--- src/rtl/seg7_pkg.sv ---
// Shared definitions for the seven-segment scanner.
// Contents:
//   SEG_W        segment bus width (a..g)
//   SEG_A..SEG_G one-hot masks giving the bit position of each segment in {g..a}
//   hex2seg()    nibble -> active-high segment pattern {g..a}, glyphs 0-9, A, b, C, d, E, F
package seg7_pkg;

  localparam int SEG_W = 7;

  localparam logic [SEG_W-1:0] SEG_A = 7'b000_0001;
  localparam logic [SEG_W-1:0] SEG_B = 7'b000_0010;
  localparam logic [SEG_W-1:0] SEG_C = 7'b000_0100;
  localparam logic [SEG_W-1:0] SEG_D = 7'b000_1000;
  localparam logic [SEG_W-1:0] SEG_E = 7'b001_0000;
  localparam logic [SEG_W-1:0] SEG_F = 7'b010_0000;
  localparam logic [SEG_W-1:0] SEG_G = 7'b100_0000;

  function automatic logic [SEG_W-1:0] hex2seg(input logic [3:0] nib);
    logic [SEG_W-1:0] seg;
    case (nib)
      4'h0:    seg = SEG_A | SEG_B | SEG_C | SEG_D | SEG_E | SEG_F;
      4'h1:    seg = SEG_B | SEG_C;
      4'h2:    seg = SEG_A | SEG_B | SEG_D | SEG_E | SEG_G;
      4'h3:    seg = SEG_A | SEG_B | SEG_C | SEG_D | SEG_G;
      4'h4:    seg = SEG_B | SEG_C | SEG_F | SEG_G;
      4'h5:    seg = SEG_A | SEG_C | SEG_D | SEG_F | SEG_G;
      4'h6:    seg = SEG_A | SEG_C | SEG_D | SEG_E | SEG_F | SEG_G;
      4'h7:    seg = SEG_A | SEG_B | SEG_C;
      4'h8:    seg = SEG_A | SEG_B | SEG_C | SEG_D | SEG_E | SEG_F | SEG_G;
      4'h9:    seg = SEG_A | SEG_B | SEG_C | SEG_D | SEG_F | SEG_G;
      4'hA:    seg = SEG_A | SEG_B | SEG_C | SEG_E | SEG_F | SEG_G;
      4'hB:    seg = SEG_C | SEG_D | SEG_E | SEG_F | SEG_G;
      4'hC:    seg = SEG_A | SEG_D | SEG_E | SEG_F;
      4'hD:    seg = SEG_B | SEG_C | SEG_D | SEG_E | SEG_G;
      4'hE:    seg = SEG_A | SEG_D | SEG_E | SEG_F | SEG_G;
      default: seg = SEG_A | SEG_E | SEG_F | SEG_G;
    endcase
    return seg;
  endfunction

endpackage

--- src/rtl/seg7_scan_timer.sv ---
// Scan timebase for seg7_scan_ctrl.
// Ports:
//   clk, rst_n       clock, asynchronous active-low reset
//   o_slot_cnt       cycle position inside the current digit slot (0..SLOT_CYCLES-1)
//   o_digit_idx      digit currently being scanned (0..NUM_DIGITS-1)
//   o_pwm_cnt        free-running brightness PWM counter
//   o_blink_phase    1 while blinking digits are in their dark half-period
//   o_frame_bound    combinational: this cycle is the frame boundary (slot 0 of digit 0)
//   o_frame_start    frame_bound delayed one cycle, aligned with the registered pins
module seg7_scan_timer
  import seg7_pkg::*;
#(
  parameter int NUM_DIGITS   = 8,
  parameter int SLOT_CYCLES  = 6250,
  parameter int BRIGHT_W     = 3,
  parameter int BLINK_FRAMES = 512,
  parameter int SLOT_W       = 13,
  parameter int IDX_W        = 3
) (
  input  logic                clk,
  input  logic                rst_n,
  output logic [SLOT_W-1:0]   o_slot_cnt,
  output logic [IDX_W-1:0]    o_digit_idx,
  output logic [BRIGHT_W-1:0] o_pwm_cnt,
  output logic                o_blink_phase,
  output logic                o_frame_bound,
  output logic                o_frame_start
);

  localparam int BLINK_W = (BLINK_FRAMES > 1) ? $clog2(BLINK_FRAMES) : 1;
  localparam logic [SLOT_W-1:0]  SLOT_LAST  = SLOT_W'(SLOT_CYCLES - 1);
  localparam logic [IDX_W-1:0]   IDX_LAST   = IDX_W'(NUM_DIGITS - 1);
  localparam logic [BLINK_W-1:0] BLINK_LAST = BLINK_W'(BLINK_FRAMES - 1);

  logic [SLOT_W-1:0]   r_slot_cnt;
  logic [IDX_W-1:0]    r_digit_idx;
  logic [BRIGHT_W-1:0] r_pwm_cnt;
  logic [BLINK_W-1:0]  r_blink_cnt;
  logic                r_blink_phase;
  logic                r_frame_start;
  logic                w_frame_bound;

  assign w_frame_bound = (r_slot_cnt == '0) && (r_digit_idx == '0);

  always_ff @(posedge clk or negedge rst_n) begin
    if (!rst_n) begin
      r_slot_cnt    <= '0;
      r_digit_idx   <= '0;
      r_pwm_cnt     <= '0;
      r_blink_cnt   <= '0;
      r_blink_phase <= 1'b0;
      r_frame_start <= 1'b0;
    end else begin
      // PWM runs independently of the slot counter so the duty pattern
      // is uniform across the whole lit window.
      r_pwm_cnt     <= r_pwm_cnt + 1'b1;
      r_frame_start <= w_frame_bound;
      if (r_slot_cnt == SLOT_LAST) begin
        r_slot_cnt  <= '0;
        r_digit_idx <= (r_digit_idx == IDX_LAST) ? '0 : r_digit_idx + 1'b1;
      end else begin
        r_slot_cnt  <= r_slot_cnt + 1'b1;
      end
      // Blink phase advances only on frame boundaries, so a digit is never
      // cut off part-way through its slot.
      if (w_frame_bound) begin
        if (r_blink_cnt == BLINK_LAST) begin
          r_blink_cnt   <= '0;
          r_blink_phase <= ~r_blink_phase;
        end else begin
          r_blink_cnt   <= r_blink_cnt + 1'b1;
        end
      end
    end
  end

  assign o_slot_cnt    = r_slot_cnt;
  assign o_digit_idx   = r_digit_idx;
  assign o_pwm_cnt     = r_pwm_cnt;
  assign o_blink_phase = r_blink_phase;
  assign o_frame_bound = w_frame_bound;
  assign o_frame_start = r_frame_start;

endmodule

--- src/rtl/seg7_scan_ctrl.sv ---
// Multiplexed common-anode seven-segment scanner.
// Ports:
//   clk, rst_n       clock, asynchronous active-low reset
//   upd_valid_i      new display image offered
//   upd_ready_o      pending buffer empty; image can be accepted
//   hex_i            nibble per digit, digit 0 in the LSBs (rightmost)
//   raw_seg_i        raw active-high {g..a} per digit, used when raw_mode_i
//   raw_mode_i       1: raw_seg_i drives segments, 0: hex_i is decoded
//   dp_i             decimal point per digit, active high
//   en_i             digit enable; 0 keeps that anode off
//   blink_i          digit blinks when 1
//   bright_i         brightness, 0 = dark, all-ones = full on
//   seg_n_o          {cg..ca}, active low
//   dp_n_o           decimal point, active low
//   an_n_o           anodes, active low
//   frame_start_o    1-cycle pulse when the digit 0 slot begins
// An accepted image waits in the pending buffer and is copied to the active
// buffer only at a frame boundary, so a frame is never drawn from two images.
module seg7_scan_ctrl
  import seg7_pkg::*;
#(
  parameter int NUM_DIGITS   = 8,
  parameter int CLK_FREQ_HZ  = 50_000_000,
  parameter int REFRESH_HZ   = 1000,
  parameter int BLANK_CYCLES = 4,
  parameter int BRIGHT_W     = 3,
  parameter int BLINK_FRAMES = 512
) (
  input  logic                        clk,
  input  logic                        rst_n,
  input  logic                        upd_valid_i,
  output logic                        upd_ready_o,
  input  logic [4*NUM_DIGITS-1:0]     hex_i,
  input  logic [SEG_W*NUM_DIGITS-1:0] raw_seg_i,
  input  logic                        raw_mode_i,
  input  logic [NUM_DIGITS-1:0]       dp_i,
  input  logic [NUM_DIGITS-1:0]       en_i,
  input  logic [NUM_DIGITS-1:0]       blink_i,
  input  logic [BRIGHT_W-1:0]         bright_i,
  output logic [SEG_W-1:0]            seg_n_o,
  output logic                        dp_n_o,
  output logic [NUM_DIGITS-1:0]       an_n_o,
  output logic                        frame_start_o
);

  localparam int SLOT_CYCLES = CLK_FREQ_HZ / (REFRESH_HZ * NUM_DIGITS);
  localparam int SLOT_W      = (SLOT_CYCLES > 1) ? $clog2(SLOT_CYCLES) : 1;
  localparam int IDX_W       = (NUM_DIGITS > 1) ? $clog2(NUM_DIGITS) : 1;
  localparam logic [SLOT_W-1:0] LIT_START = SLOT_W'(BLANK_CYCLES);

  generate
    if (NUM_DIGITS < 1 || NUM_DIGITS > 16) begin : g_bad_digits
      $error("seg7_scan_ctrl: NUM_DIGITS must be in 1..16");
    end
    if (SLOT_CYCLES < BLANK_CYCLES + 2**BRIGHT_W) begin : g_bad_slot
      $error("seg7_scan_ctrl: digit slot too short for blanking plus one PWM period");
    end
  endgenerate

  typedef struct packed {
    logic [4*NUM_DIGITS-1:0]     hex;
    logic [SEG_W*NUM_DIGITS-1:0] raw;
    logic                        raw_mode;
    logic [NUM_DIGITS-1:0]       dp;
    logic [NUM_DIGITS-1:0]       en;
    logic [NUM_DIGITS-1:0]       blink;
    logic [BRIGHT_W-1:0]         bright;
  } image_t;

  image_t              r_pend;
  image_t              r_act;
  logic                r_pend_full;
  image_t              w_in;

  logic [SLOT_W-1:0]   w_slot_cnt;
  logic [IDX_W-1:0]    w_digit_idx;
  logic [BRIGHT_W-1:0] w_pwm_cnt;
  logic                w_blink_phase;
  logic                w_frame_bound;

  logic [3:0]          w_nib;
  logic [SEG_W-1:0]    w_raw;
  logic                w_dp;
  logic                w_en;
  logic                w_blink;
  logic                w_pwm_on;
  logic                w_lit;
  logic [SEG_W-1:0]    w_seg;
  logic [NUM_DIGITS-1:0] w_an_n;

  logic [SEG_W-1:0]      r_seg_n;
  logic                  r_dp_n;
  logic [NUM_DIGITS-1:0] r_an_n;

  seg7_scan_timer #(
    .NUM_DIGITS   (NUM_DIGITS),
    .SLOT_CYCLES  (SLOT_CYCLES),
    .BRIGHT_W     (BRIGHT_W),
    .BLINK_FRAMES (BLINK_FRAMES),
    .SLOT_W       (SLOT_W),
    .IDX_W        (IDX_W)
  ) u_timer (
    .clk           (clk),
    .rst_n         (rst_n),
    .o_slot_cnt    (w_slot_cnt),
    .o_digit_idx   (w_digit_idx),
    .o_pwm_cnt     (w_pwm_cnt),
    .o_blink_phase (w_blink_phase),
    .o_frame_bound (w_frame_bound),
    .o_frame_start (frame_start_o)
  );

  assign w_in = {hex_i, raw_seg_i, raw_mode_i, dp_i, en_i, blink_i, bright_i};

  // Moving pending to active takes priority on the boundary cycle. An offer
  // arriving on that same cycle can only be taken if pending was already
  // empty, so it lands in pending and waits for the following boundary.
  always_ff @(posedge clk or negedge rst_n) begin
    if (!rst_n) begin
      r_pend      <= '0;
      r_act       <= '0;
      r_pend_full <= 1'b0;
    end else if (w_frame_bound && r_pend_full) begin
      r_act       <= r_pend;
      r_pend_full <= 1'b0;
    end else if (upd_valid_i && !r_pend_full) begin
      r_pend      <= w_in;
      r_pend_full <= 1'b1;
    end
  end

  assign upd_ready_o = ~r_pend_full;

  always_comb begin
    w_nib   = '0;
    w_raw   = '0;
    w_dp    = 1'b0;
    w_en    = 1'b0;
    w_blink = 1'b0;
    for (int d = 0; d < NUM_DIGITS; d++) begin
      if (w_digit_idx == IDX_W'(d)) begin
        w_nib   = r_act.hex[4*d +: 4];
        w_raw   = r_act.raw[SEG_W*d +: SEG_W];
        w_dp    = r_act.dp[d];
        w_en    = r_act.en[d];
        w_blink = r_act.blink[d];
      end
    end
  end

  // All-ones brightness forces the digit fully on, closing the one-cycle gap
  // that pwm_cnt < bright alone would leave.
  assign w_pwm_on = (r_act.bright == '1) || (w_pwm_cnt < r_act.bright);
  assign w_lit    = (w_slot_cnt >= LIT_START) && w_en && w_pwm_on &&
                    !(w_blink && w_blink_phase);
  assign w_seg    = r_act.raw_mode ? w_raw : hex2seg(w_nib);

  generate
    for (genvar gi = 0; gi < NUM_DIGITS; gi++) begin : g_anode
      assign w_an_n[gi] = ~(w_lit && (w_digit_idx == IDX_W'(gi)));
    end
  endgenerate

  // Pins are registered so every output changes on the same edge; with the
  // blanking window this keeps the previous digit's segments from ghosting.
  always_ff @(posedge clk or negedge rst_n) begin
    if (!rst_n) begin
      r_seg_n <= '1;
      r_dp_n  <= 1'b1;
      r_an_n  <= '1;
    end else begin
      r_an_n  <= w_an_n;
      r_seg_n <= w_lit ? ~w_seg : '1;
      r_dp_n  <= w_lit ? ~w_dp : 1'b1;
    end
  end

  assign seg_n_o = r_seg_n;
  assign dp_n_o  = r_dp_n;
  assign an_n_o  = r_an_n;

endmodule

--- config.mk ---
export PLATFORM = sky130hd
export DESIGN_NAME = seg7_scan_ctrl
export DESIGN_NICKNAME = d
export VERILOG_FILES = /design/src/rtl/seg7_pkg.sv /design/src/rtl/seg7_scan_timer.sv /design/src/rtl/seg7_scan_ctrl.sv
export SDC_FILE = /design/constraint.sdc
export NUM_CORES = 1
export LEC_CHECK = 0
export BUFFER_PORTS_ARGS = -buffer_cell sky130_fd_sc_hd__buf_4
export CORE_UTILIZATION = 59
export DETAILED_ROUTE_END_ITERATION = 16
export GPL_ROUTABILITY_DRIVEN = 0
export GPL_TIMING_DRIVEN = 0
export PLACE_DENSITY = 0.8
export SLEW_MARGIN = 20
export SYNTH_ARGS = -nofsm -noshare
export SYNTH_HDL_FRONTEND = slang
export SYNTH_SLANG_ARGS = --single-unit
--- constraint.sdc ---
create_clock -name clk -period 3.2 [get_ports clk]
set_input_delay 0.16 -clock clk [delete_from_list [all_inputs] [get_ports clk]]
set_output_delay 0.16 -clock clk [all_outputs]
set_load 0.01 [all_outputs]
==> impl_metrics.py, run 1 <==
metrics = {
    "outcome": {
        "run_status": "finished, final reports clean",
    },
    "clocking": {
        "bufs_on_longest_clock_path": 3,
        "cts.clk_slew.worst_paths_ns": 0.06,
        "tritoncts": "done",
        "cts.htree.levels": 1,
        "number_of_buffers_inserted_during_clock_tree_synthesis": 29,
        "clock_latency_ns": 0.55,
        "ctsRootBufferMaster": "clkbuf_16",
        "clock_sink_count": 279,
    },
    "place": {
        "post-dp-hpwl_microns": 19860,
        "dpl.cell_count": 1333,
        "numPortBuffers": 136,
        "placed_inst_area_sq_um": 13600,
    },
    "layout": {
        "finalNetCount": 1356,
        "post-route-cell-area_sq_um": 15890,
        "insertedDiodeCount": 0,
        "fill_cells": 1184,
        "area_delta_synth_final_pct": 30.53,
        "non_filler_cells_in_the_finished_layout": 1508,
        "drive_above_1_share_pct": 39.50,
        "multi_input_comb_area_sq_um": 4830,
        "seqCellArea_sq_um": 7002,
        "utilization_pct": 78.54,
    },
    "power": {
        "power_per_cell_area_nw_per_um2": 496.0,
        "ir_drop_uv": 362.6,
        "p_leak_uw": 0.007452,
    },
    "drt": {
        "ant_nets": 0,
        "drt_wl_cell_microns": 21.26,
        "drt_first_pass_iters": 5,
        "via_per_inst": 5.811,
        "detail_route.iter0.violations": 796,
        "detail_route.wirelength_microns": 32060,
        "routed-via-count": 8763,
        "remaining_drc_errors": 0,
    },
    "yosys": {
        "synth_edf_count": 0,
        "synth_top_cells_by_count": "dfrtp_1, mux2_2, nand2_1",
        "syn_inst": 925,
        "syn_nets": 1065,
        "synthMostInstantiatedCell": "dfrtp_1",
        "async_set_or_reset_register_ratio_after_synthesis_pct": 100.0,
        "ys_ff_latch": 279,
        "avgSynthCellArea_sq_um": 13.16,
        "yosys_warnings": 0,
        "fraction_of_synthesized_cell_area_taken_by_the_top_area_cell_type_pct": 54.06,
        "netlist-cell-type-count": 66,
        "synth-seq-area-share_pct": 57.51,
        "yosysTopAreaCell": "dfrtp_1",
        "synth_top_flop_cell": "dfrtp_1",
        "syn-cell-area_sq_um": 12170,
        "synthTopCellsByArea": "dfrtp_1, mux2_2, mux2_4",
    },
    "grt": {
        "grt_pass1_wl_microns": 50750,
        "globalRoute.totalOverflow": 0,
        "grt_pass1_vias": 9211,
        "grt_util_all_layers_pct": 31.02,
        "antenna_found_initial": 0,
        "grt_max_degree": 99,
    },
    "floorplan": {
        "fp.coreArea_sq_um": 20230,
        "io-pin-count": 137,
        "fp.dieW_microns": 145.6,
        "full_die_area_sq_um": 21210,
        "floorplan.initialDensity_pct": 60.17,
        "fp-row-count": 52,
        "die_extent_in_y_microns": 145.6,
    },
    "timing": {
        "worst_slew_pin_slew_ns": 0.9368,
        "finClkSkew_ns": 0.01201,
        "slew_headroom_pct": 37.55,
        "final-hold-violation-count": 0,
        "slew_viol_final": 0,
        "hold_slack_ns": 0.2339,
        "timing.final.crit_share_pct": 97.61,
        "finalSetupViolations": 0,
        "clock.fmax_mhz": 320.1,
        "period_minus_slack_ns": 3.124,
        "totalNegativeSetupSlack_ns": 0,
    },
    "min_path": {
        "hold_class": "in2async",
    },
    "critical_path": {
        "rr_endpoint": "seg_n_o[3]$_DFF_PN1_",
        "reg2reg_from": "u_timer.o_digit_idx[0]$_DFFE_PN0N_",
        "critPathArrivalTime_ns": 3.53,
        "setup.worst_path.start_class": "flip-flop",
        "critPathCaptureType": "flip-flop",
        "r2r.worst_path.cells": 10,
        "path_max_fanout": 10,
        "regToRegSetupSlack_ns": 0.08,
        "criticalPathCategory": "reg2reg",
        "cp_data_required_time_ns": 3.60,
    },
    "job": {
        "maxcap_violations": 0,
    },
}
## power by group
part	switching, uW	internal (uW)	total (uW)
sequential	119	3720	3840
combinational	177	331	507
clock	1420	2120	3540
## metal layers
metal	track usage [%]	vias to the layer above	wire, microns
met2	51.80	409	15670
met1	40.87	4378	12970
met3	5.737	91	2276
li1	-	3885	-
met4	11.16	0	1142
met5	0	-	0
## metrics by stage
stage | total power (uW) | setup slack, ns
2_1_floorplan | 4012 | 0.2824
5_1_grt | 8106 | -0.002970
4_1_cts | 7883 | 0.004335
3_3_place_gp | 4242 | -0.5837
3_5_place_dp | 4273 | -0.6506
6_report | 7882 | 0.07641
## worst max-delay path: stages (launching register included)
cell and delay (ns):
dfrtp_1 0.43, inv_1 0.12, ha_1 0.18, buf_6 0.15, buf_2 0.29, clkbuf_1 0.45
a221oi_1 0.16, o21ai_0 0.37, a21oi_1 0.14, o311ai_0 0.42, nand4_1 0.27
## sequential cells by signal, indices dropped and copies added, names as in the netlist
| register | count |
|---|---|
| r_act | 116 |
| r_pend | 116 |
| u_timer.o_slot_cnt | 13 |
| u_timer.r_blink_cnt | 9 |
| an_n_o | 8 |
| seg_n_o | 7 |
| u_timer.o_digit_idx | 3 |
| u_timer.o_pwm_cnt | 3 |
| dp_n_o | 1 |
| r_pend_full | 1 |
| u_timer.o_blink_phase | 1 |
| u_timer.o_frame_start | 1 |
## how the worst max path moves through the flow
stage,from,endpoint,slack (ns),cells past startpoint
6_report,u_timer.o_digit_idx[0]$_DFFE_PN0N_,seg_n_o[3]$_DFF_PN1_,0.08,10
5_1_grt,u_timer.o_digit_idx[0]$_DFFE_PN0N_,seg_n_o[3]$_DFF_PN1_,-0.003,15
4_1_cts,u_timer.o_digit_idx[2]$_DFFE_PN0N_,seg_n_o[3]$_DFF_PN1_,0.004,15
3_5_place_dp,u_timer.o_digit_idx[2]$_DFFE_PN0N_,seg_n_o[3]$_DFF_PN1_,-0.65,15
3_3_place_gp,u_timer.o_digit_idx[2]$_DFFE_PN0N_,seg_n_o[4]$_DFF_PN1_,-0.58,15
2_1_floorplan,u_timer.o_digit_idx[2]$_DFFE_PN0N_,seg_n_o[1]$_DFF_PN1_,0.28,13
## cells by family (layout without fill, tap and decap cells)
family,after synthesis,in the layout,synth area share [%]
flops,279,279,57.51
mux,233,233,22.45
simple gates,167,167,6.681
compound gates,133,133,7.266
buf+inv,79,392,3.001
fa+ha+maj,21,21,2.158
xor+xnor,13,13,0.9353
## cells in the final DEF (no fill, tap or decap), drive strengths merged, types with 7 or more instances in the layout
cell type,synthesis,final
nand3,19,19
nor2,45,45
and3,7,7
dfrtp,263,263
clkinv,0,10
xor2,8,8
clkbuf,32,67
mux2,233,233
nor2b,7,7
a31oi,10,10
nand4,8,8
a21oi,24,24
dlygate4sd3,0,118
ha,21,21
dfstp,16,16
buf,24,168
inv,23,23
o21ai,41,41
nand2b,8,8
nand2,52,52
a221oi,12,12
## layout make-up
class	count	area share (%)
tap	270	2.126
buffer	55	2.063
clock inverter	16	1.173
inverter	23	0.5669
multi-input combinational	567	30.39
timing repair buffer	261	14.49
sequential	279	44.06
clock buffer	37	5.133
## repair_timing
action | 4_1_cts | 5_1_grt
hold buffers | 118 | 0
resized for setup | 15 | 18
pin swaps | 3 | 3
cloned | 0 | 0
setup buffers | 1 | 4
hold endpoints to repair | 206 | 0
setup endpoints to repair | 8 | 7
Note: power is estimated with default switching activity, not from simulation.
==> run 2: changes to the inputs <==
--- a/config.mk
+++ b/config.mk
@@ -6,12 +6,14 @@
 export NUM_CORES = 1
 export LEC_CHECK = 0
 export BUFFER_PORTS_ARGS = -buffer_cell sky130_fd_sc_hd__buf_4
-export CORE_UTILIZATION = 59
+export CORE_UTILIZATION = 58
+export CTS_CLUSTER_SIZE = 40
 export DETAILED_ROUTE_END_ITERATION = 16
 export GPL_ROUTABILITY_DRIVEN = 0
 export GPL_TIMING_DRIVEN = 0
-export PLACE_DENSITY = 0.8
+export PLACE_DENSITY = 0.79
 export SLEW_MARGIN = 20
 export SYNTH_ARGS = -nofsm -noshare
 export SYNTH_HDL_FRONTEND = slang
+export SYNTH_HIERARCHICAL = 1
 export SYNTH_SLANG_ARGS = --single-unit
==> run 2 against run 1 <==
  * Die area rose by 0.97%
  * Clock skew rose by 0.013 ns
  * Sequential power rose by 20%
  * Final area fell by 1.1%
  * Global-route usage fell by 1.7 points
  * Non-clock buffer count fell by 11
  * Via count fell by 5.2%
  * Critical path depth did not move
  * Register-to-register slack improved by 0.13 ns
  * Combinational power rose by 120%
  * Largest cell class unchanged
  * Largest power group unchanged
==> impl_metrics.py, run 2 <==
metrics = {
    "yosys": {
        "async_set_or_reset_register_ratio_after_synthesis_pct": 100.0,
        "netlist-cell-type-count": 74,
        "yosys_warnings": 6,
        "synthTopCellsByArea": "dfrtp_1, mux2_2, dfstp_2",
        "synth_xor_xnor_area_share_pct": 0.7972,
        "yosysTopAreaCell": "dfrtp_1",
        "synth_edf_count": 0,
        "syn_inst": 872,
        "avgSynthCellArea_sq_um": 13.86,
        "synthMostInstantiatedCell": "dfrtp_1",
        "combinational_family_with_the_most_area_after_synthesis": "multiplexers",
        "synth-seq-area-share_pct": 57.94,
        "synth_top_flop_cell": "dfrtp_1",
        "post_synthesis_mux_area_share_pct": 24.48,
        "synth_simple_gate_area_share_pct": 5.994,
        "ys_ff_latch": 279,
        "fraction_of_synthesized_cell_area_taken_by_the_top_area_cell_type_pct": 54.46,
        "synthesized_area_fraction_occupied_by_ao_oa_aoi_and_oai_cells_pct": 6.305,
        "syn_nets": 1010,
        "synth_top_cells_by_count": "dfrtp_1, mux2_2, clkbuf_1, nand2_1, o21ai_0",
        "syn-cell-area_sq_um": 12090,
        "synthAdderAreaFrac_pct": 1.967,
    },
    "timing": {
        "slew_viol_final": 0,
        "slew_headroom_pct": 49.61,
        "finalSetupViolations": 0,
        "final-hold-violation-count": 0,
        "worst_slew_pin_slew_ns": 0.7559,
        "totalNegativeSetupSlack_ns": 0,
        "finClkSkew_ns": 0.02492,
        "timing.final.crit_share_pct": 93.60,
        "clock.fmax_mhz": 333.9,
        "period_minus_slack_ns": 2.995,
        "hold_slack_ns": 0.05762,
        "grt_setup_unrepaired": "false",
    },
    "drt": {
        "detail_route.wirelength_microns": 30130,
        "via_per_inst": 5.727,
        "drt_first_pass_iters": 4,
        "remaining_drc_errors": 0,
        "drt_wl_cell_microns": 20.78,
        "ant_nets": 0,
        "routed-via-count": 8304,
        "detail_route.iter0.violations": 566,
    },
    "grt": {
        "grt_pass1_wl_microns": 48400,
        "grt_max_degree": 92,
        "antenna_found_initial": 0,
        "grt_pass1_vias": 8923,
        "grt_util_all_layers_pct": 29.31,
        "globalRoute.totalOverflow": 0,
    },
    "layout": {
        "finalNetCount": 1296,
        "most_used_cells_in_the_layout_excluding_fill_and_tap_cells": "dfrtp_1, mux2_2, buf_4",
        "layout_commonest_cell": "dfrtp_1",
        "area_delta_synth_final_pct": 30.06,
        "insertedDiodeCount": 0,
        "drive_above_1_share_pct": 41.69,
    },
    "min_path": {
        "hold_class": "in2async",
    },
    "power": {
        "p_leak_uw": 0.007055,
        "share_comb_of_total_power_pct": 12.4,
        "share_clk_of_total_power_pct": 37.6,
        "net_switching_share_of_the_total_power_pct": 24.03,
        "intPower_uw": 6974,
        "total_net_switching_power_uw": 2206,
        "ir_drop_uv": 431.2,
        "power_per_cell_area_nw_per_um2": 584.0,
        "power.share.sequential_pct": 50.0,
    },
    "job": {
        "maxcap_violations": 0,
    },
    "clocking": {
        "cts.htree.levels": 1,
        "number_of_buffers_inserted_during_clock_tree_synthesis": 28,
        "cts.clk_slew.worst_paths_ns": 0.06,
        "bufs_on_longest_clock_path": 3,
        "tritoncts": "done",
        "clock_latency_ns": 0.55,
        "ctsRootBufferMaster": "clkbuf_16",
        "clock_sink_count": 279,
    },
    "floorplan": {
        "fp.coreArea_sq_um": 20300,
        "io-pin-count": 137,
        "die_extent_in_y_microns": 146.4,
        "full_die_area_sq_um": 21420,
        "floorplan.initialDensity_pct": 59.54,
        "fp.dieW_microns": 146.4,
        "fp-row-count": 52,
    },
    "critical_path": {
        "path_max_fanout": 10,
        "regToRegSetupSlack_ns": 0.20,
        "rr_endpoint": "r_act[80]$_DFFE_PN0P_",
        "criticalPathCategory": "reg2reg",
        "critPathCaptureType": "flip-flop",
        "cp_data_required_time_ns": 3.61,
        "critPathArrivalTime_ns": 3.40,
        "r2r.worst_path.cells": 10,
        "crit_start": "u_timer/o_digit_idx[0]$_DFFE_PN0N_",
        "reg2reg_from": "u_timer/o_digit_idx[0]$_DFFE_PN0N_",
        "setup.worst_path.start_class": "flip-flop",
    },
    "outcome": {
        "run_status": "finished, final reports clean",
    },
    "place": {
        "numPortBuffers": 136,
        "post-dp-hpwl_microns": 18870,
    },
}
[run 2: cell types whose count changed after synthesis, sizes merged, moves of 7 or more]
cell	previous run	this run
mux2i	0	20
nor2	45	22
nand2	52	27
a221oi	12	3
inv	23	16
[run 2: how the worst max path moves through the flow]
| stage | endpoint | depth (start not counted) |
|---|---|---|
| floorplan | seg_n_o[0]$_DFF_PN1_ | 9 |
| global placement | seg_n_o[0]$_DFF_PN1_ | 9 |
| detailed placement | seg_n_o[0]$_DFF_PN1_ | 9 |
| CTS | seg_n_o[0]$_DFF_PN1_ | 10 |
| global route | seg_n_o[0]$_DFF_PN1_ | 10 |
| finish | r_act[80]$_DFFE_PN0P_ | 10 |
[run 2: cell families after synthesis]
family | after synthesis
compound gates | 110
buf+inv | 65
simple gates | 126
xor+xnor | 11
fa+ha+maj | 19
flops | 279
mux | 262
[run 2: cell type report]
type,count,area (sq um)
buffer,47,244.0
clock buffer,35,777.0
clock inverter,17,206.4
fill,1207,4582
inverter,16,60.06
multi-input combinational,528,4793
sequential,279,7002
tap,270,337.8
timing repair buffer,258,2297
[run 2: worst max-delay path: stages (launching register included)]
cell and delay (ns):
dfrtp_1 0.49, inv_1 0.10, ha_1 0.20, and4bb_2 0.23
nand4_2 0.22, buf_6 0.19, inv_1 0.09, nand2_2 0.23
buf_2 0.36, clkbuf_2 0.34, mux2_2 0.38
[run 2: power groups by stage]
stage                     combinational, uW  sequential, uW  clock [uW]
final                                  1130            4590        3460
after global routing                   1230            4660        3650
after CTS                              1100            4570        3470
after detailed placement                976            4620           0
after global placement                  924            4600           0
after floorplan                         677            4450           0
[run 2: stage by stage]
stage | cell area (sq um) | util (%) | setup slack, ns | instances | power, uW
6_report | 15720 | 77.43 | 0.2049 | 1450 | 9180
5_1_grt | 15720 | 77.43 | 0.06736 | 1450 | 9542
4_1_cts | 15700 | 77.35 | 0.02848 | 1449 | 9136
3_5_place_dp | 13530 | 66.67 | -0.4036 | 1281 | 5594
3_3_place_gp | 13440 | 66.23 | -0.3697 | 1278 | 5521
2_1_floorplan | 12090 | - | 0.5037 | 872 | 5131
[run 2: timing repair]
action	4_1_cts	5_1_grt
pin swaps	0	1
resized for setup	9	3
hold buffers	117	0
setup buffers	0	2
setup endpoints to repair	47	41
endpoints found under the hold margin	295	0
gates cloned	0	0
[run 2: per-layer routing]
metal | track usage [%] | routed length, microns | vias to the layer above
li1 | - | - | 3740
met1 | 39.20 | 12670 | 4215
met2 | 49.33 | 14930 | 289
met3 | 5.156 | 1759 | 60
met4 | 8.542 | 770 | 0
met5 | 0 | 0 | -
==> run 3: changes to the inputs <==
==> constraint.sdc (replaced) <==
create_clock -name clk -period 3.2 [get_ports clk]
set_input_delay 0.32 -clock clk [delete_from_list [all_inputs] [get_ports clk]]
set_output_delay 0.32 -clock clk [all_outputs]
set_load 0.01 [all_outputs]
==> run 3 against run 2 <==
  * Die area unchanged
  * Via count is 4.4% lower
  * Clock power down 1%
  * Register-to-register slack gained 0.02 ns
  * Sequential power is essentially flat
  * Combinational power fell by 9.7%
  * Non-clock buffer count down 79
  * Fmax rose by 0.77%
  * Critical path depth stayed put
==> impl_metrics.py, run 3 (synthesis results as in run 2) <==
metrics = {
    "critical_path": {
        "crit_path_frequent_cell": "inv_1",
        "critical-path-max-stage-delay_ns": 0.50,
        "critPathCaptureType": "flip-flop",
        "criticalPathCategory": "reg2reg",
        "crit_start": "u_timer/o_digit_idx[0]$_DFFE_PN0N_",
        "critPathArrivalTime_ns": 3.38,
        "critical-path-slowest-cell": "dfrtp_1",
        "setup.worst_path.start_class": "flip-flop",
        "reg2reg_from": "u_timer/o_digit_idx[0]$_DFFE_PN0N_",
        "cp_data_required_time_ns": 3.61,
        "path_cells": "inv_1 -> ha_1 -> and4bb_2 -> nand4_2 -> buf_6 -> inv_1 -> nand2_2 -> buf_2 -> clkbuf_2 -> mux2_2",
        "path_max_fanout": 10,
    },
    "timing": {
        "finalSetupViolations": 0,
        "finClkSkew_ns": 0.02262,
        "totalNegativeSetupSlack_ns": 0,
        "timing.final.crit_share_pct": 92.88,
        "slew_viol_final": 0,
        "slew_headroom_pct": 48.06,
        "period_minus_slack_ns": 2.972,
        "clock.fmax_mhz": 336.5,
        "final-hold-violation-count": 0,
        "worst_slew_pin_slew_ns": 0.7791,
        "final.setup.worst_slack_ns": 0.2279,
        "grt_setup_unrepaired": "false",
    },
    "grt": {
        "grt_pass1_vias": 8209,
        "antenna_found_initial": 0,
        "grt_pass1_wl_microns": 44040,
        "grt_max_degree": 92,
        "globalRoute.totalOverflow": 0,
        "grt_util_all_layers_pct": 26.50,
    },
    "drt": {
        "ant_nets": 0,
        "remaining_drc_errors": 0,
        "via_per_inst": 5.788,
        "routed-via-count": 7936,
        "drt_wl_cell_microns": 19.95,
        "detail_route.wirelength_microns": 27350,
        "detail_route.iter0.violations": 435,
        "drt_first_pass_iters": 6,
    },
    "layout": {
        "area_delta_synth_final_pct": 23.51,
        "insertedDiodeCount": 0,
        "fill_cells": 1340,
        "layout_commonest_cell": "dfrtp_1",
        "most_used_cells_in_the_layout_excluding_fill_and_tap_cells": "dfrtp_1, mux2_2, buf_4",
        "drive_above_1_share_pct": 44.69,
        "non_filler_cells_in_the_finished_layout": 1371,
        "finalNetCount": 1217,
    },
    "floorplan": {
        "io-pin-count": 137,
        "die_extent_in_y_microns": 146.4,
        "fp-row-count": 52,
        "fp.coreArea_sq_um": 20300,
        "full_die_area_sq_um": 21420,
        "floorplan.initialDensity_pct": 59.54,
        "fp.dieW_microns": 146.4,
    },
    "power": {
        "design_power_total_uw": 9003,
        "p_leak_uw": 0.006725,
        "power_per_cell_area_nw_per_um2": 603.1,
        "ir_drop_uv": 405.9,
    },
    "clocking": {
        "ctsRootBufferMaster": "clkbuf_16",
        "cts.clk_slew.worst_paths_ns": 0.07,
        "cts.htree.levels": 1,
        "bufs_on_longest_clock_path": 3,
        "clock_latency_ns": 0.54,
        "number_of_buffers_inserted_during_clock_tree_synthesis": 28,
        "clock_sink_count": 279,
        "tritoncts": "done",
    },
    "place": {
        "dpl.cell_count": 1281,
        "numPortBuffers": 136,
        "post-dp-hpwl_microns": 18870,
        "dpl_worst_slack_ns": -0.4036,
    },
    "min_path": {
        "hold_start": "raw_seg_i[22]",
        "hold_class": "in2reg",
    },
    "job": {
        "maxcap_violations": 0,
    },
    "outcome": {
        "run_status": "finished, final reports clean",
    },
}
## run 3: cell types whose count changed in the layout (fill, tap and decap cells not counted)
cell           change
dlygate4sd3_1     -79
## run 3: cell type report
cell class                 instances  area (sq um)  share of cell area [%]
tap                              270         337.8                   2.263
sequential                       279          7002                   46.91
timing repair buffer             179          1506                   10.09
inverter                          16         60.06                  0.4023
multi-input combinational        528          4793                   32.11
clock inverter                    17         206.4                   1.383
buffer                            47         244.0                   1.635
clock buffer                      35         777.0                   5.205
## run 3: per-stage QoR
stage	area [sq um]	hold slack [ns]	util [%]
final	14930	0.01261	73.53
after global placement	13440	0.4264	66.23
after global routing	14930	-0.0004489	73.53
after CTS	14790	0.0001142	72.86
after detailed placement	13530	0.1740	66.67
after floorplan	12090	0.02441	-
## run 3: repair_timing
item                       CTS  global route
gates resized for setup      9             3
hold endpoints to repair   204            12
buffers inserted             0             2
setup endpoints to repair   47            41
pin swaps                    0             1
hold buffers                26            12
## run 3: worst max-delay path, delay by kind of cell, from the launching register on
family | cells | cell delay (ns)
adder cells (fa/ha/maj) | 1 | 0.20
buffers and inverters | 5 | 1.07
flip-flops | 1 | 0.50
multiplexers | 1 | 0.38
AND/OR/NAND/NOR | 3 | 0.68
## run 3: path summary, 6_finish.rpt
path | endpoint | slack, ns | cells after the start
max in group asynchronous | seg_n_o[6]$_DFF_PN1_ | 1.90 | 4
hold / removal | r_pend[50]$_DFFE_PN0P_ | 0.01 | 2
setup / recovery | r_act[80]$_DFFE_PN0P_ | 0.23 | 10
setup reg to reg | r_act[80]$_DFFE_PN0P_ | 0.23 | 10
hold reg to reg | u_timer/o_pwm_cnt[0]$_DFF_PN0_ | 0.45 | 1
min in group asynchronous | u_timer/r_blink_cnt[4]$_DFFE_PN0P_ | 0.22 | 2
## run 3: power breakdown
group / internal (uW) / switching (uW)
sequential: 4190 / 375
combinational: 671 / 349
clock: 2050 / 1370
## run 3: layer usage
layer  vias up  routed length, microns  global-route usage [%]
met2       251                   12950                   41.98
met4         0                     726                   7.969
met3        52                    1696                   4.969
li1       3572                       -                       -
met1      4061                   11980                   37.47
met5         -                       0                       0
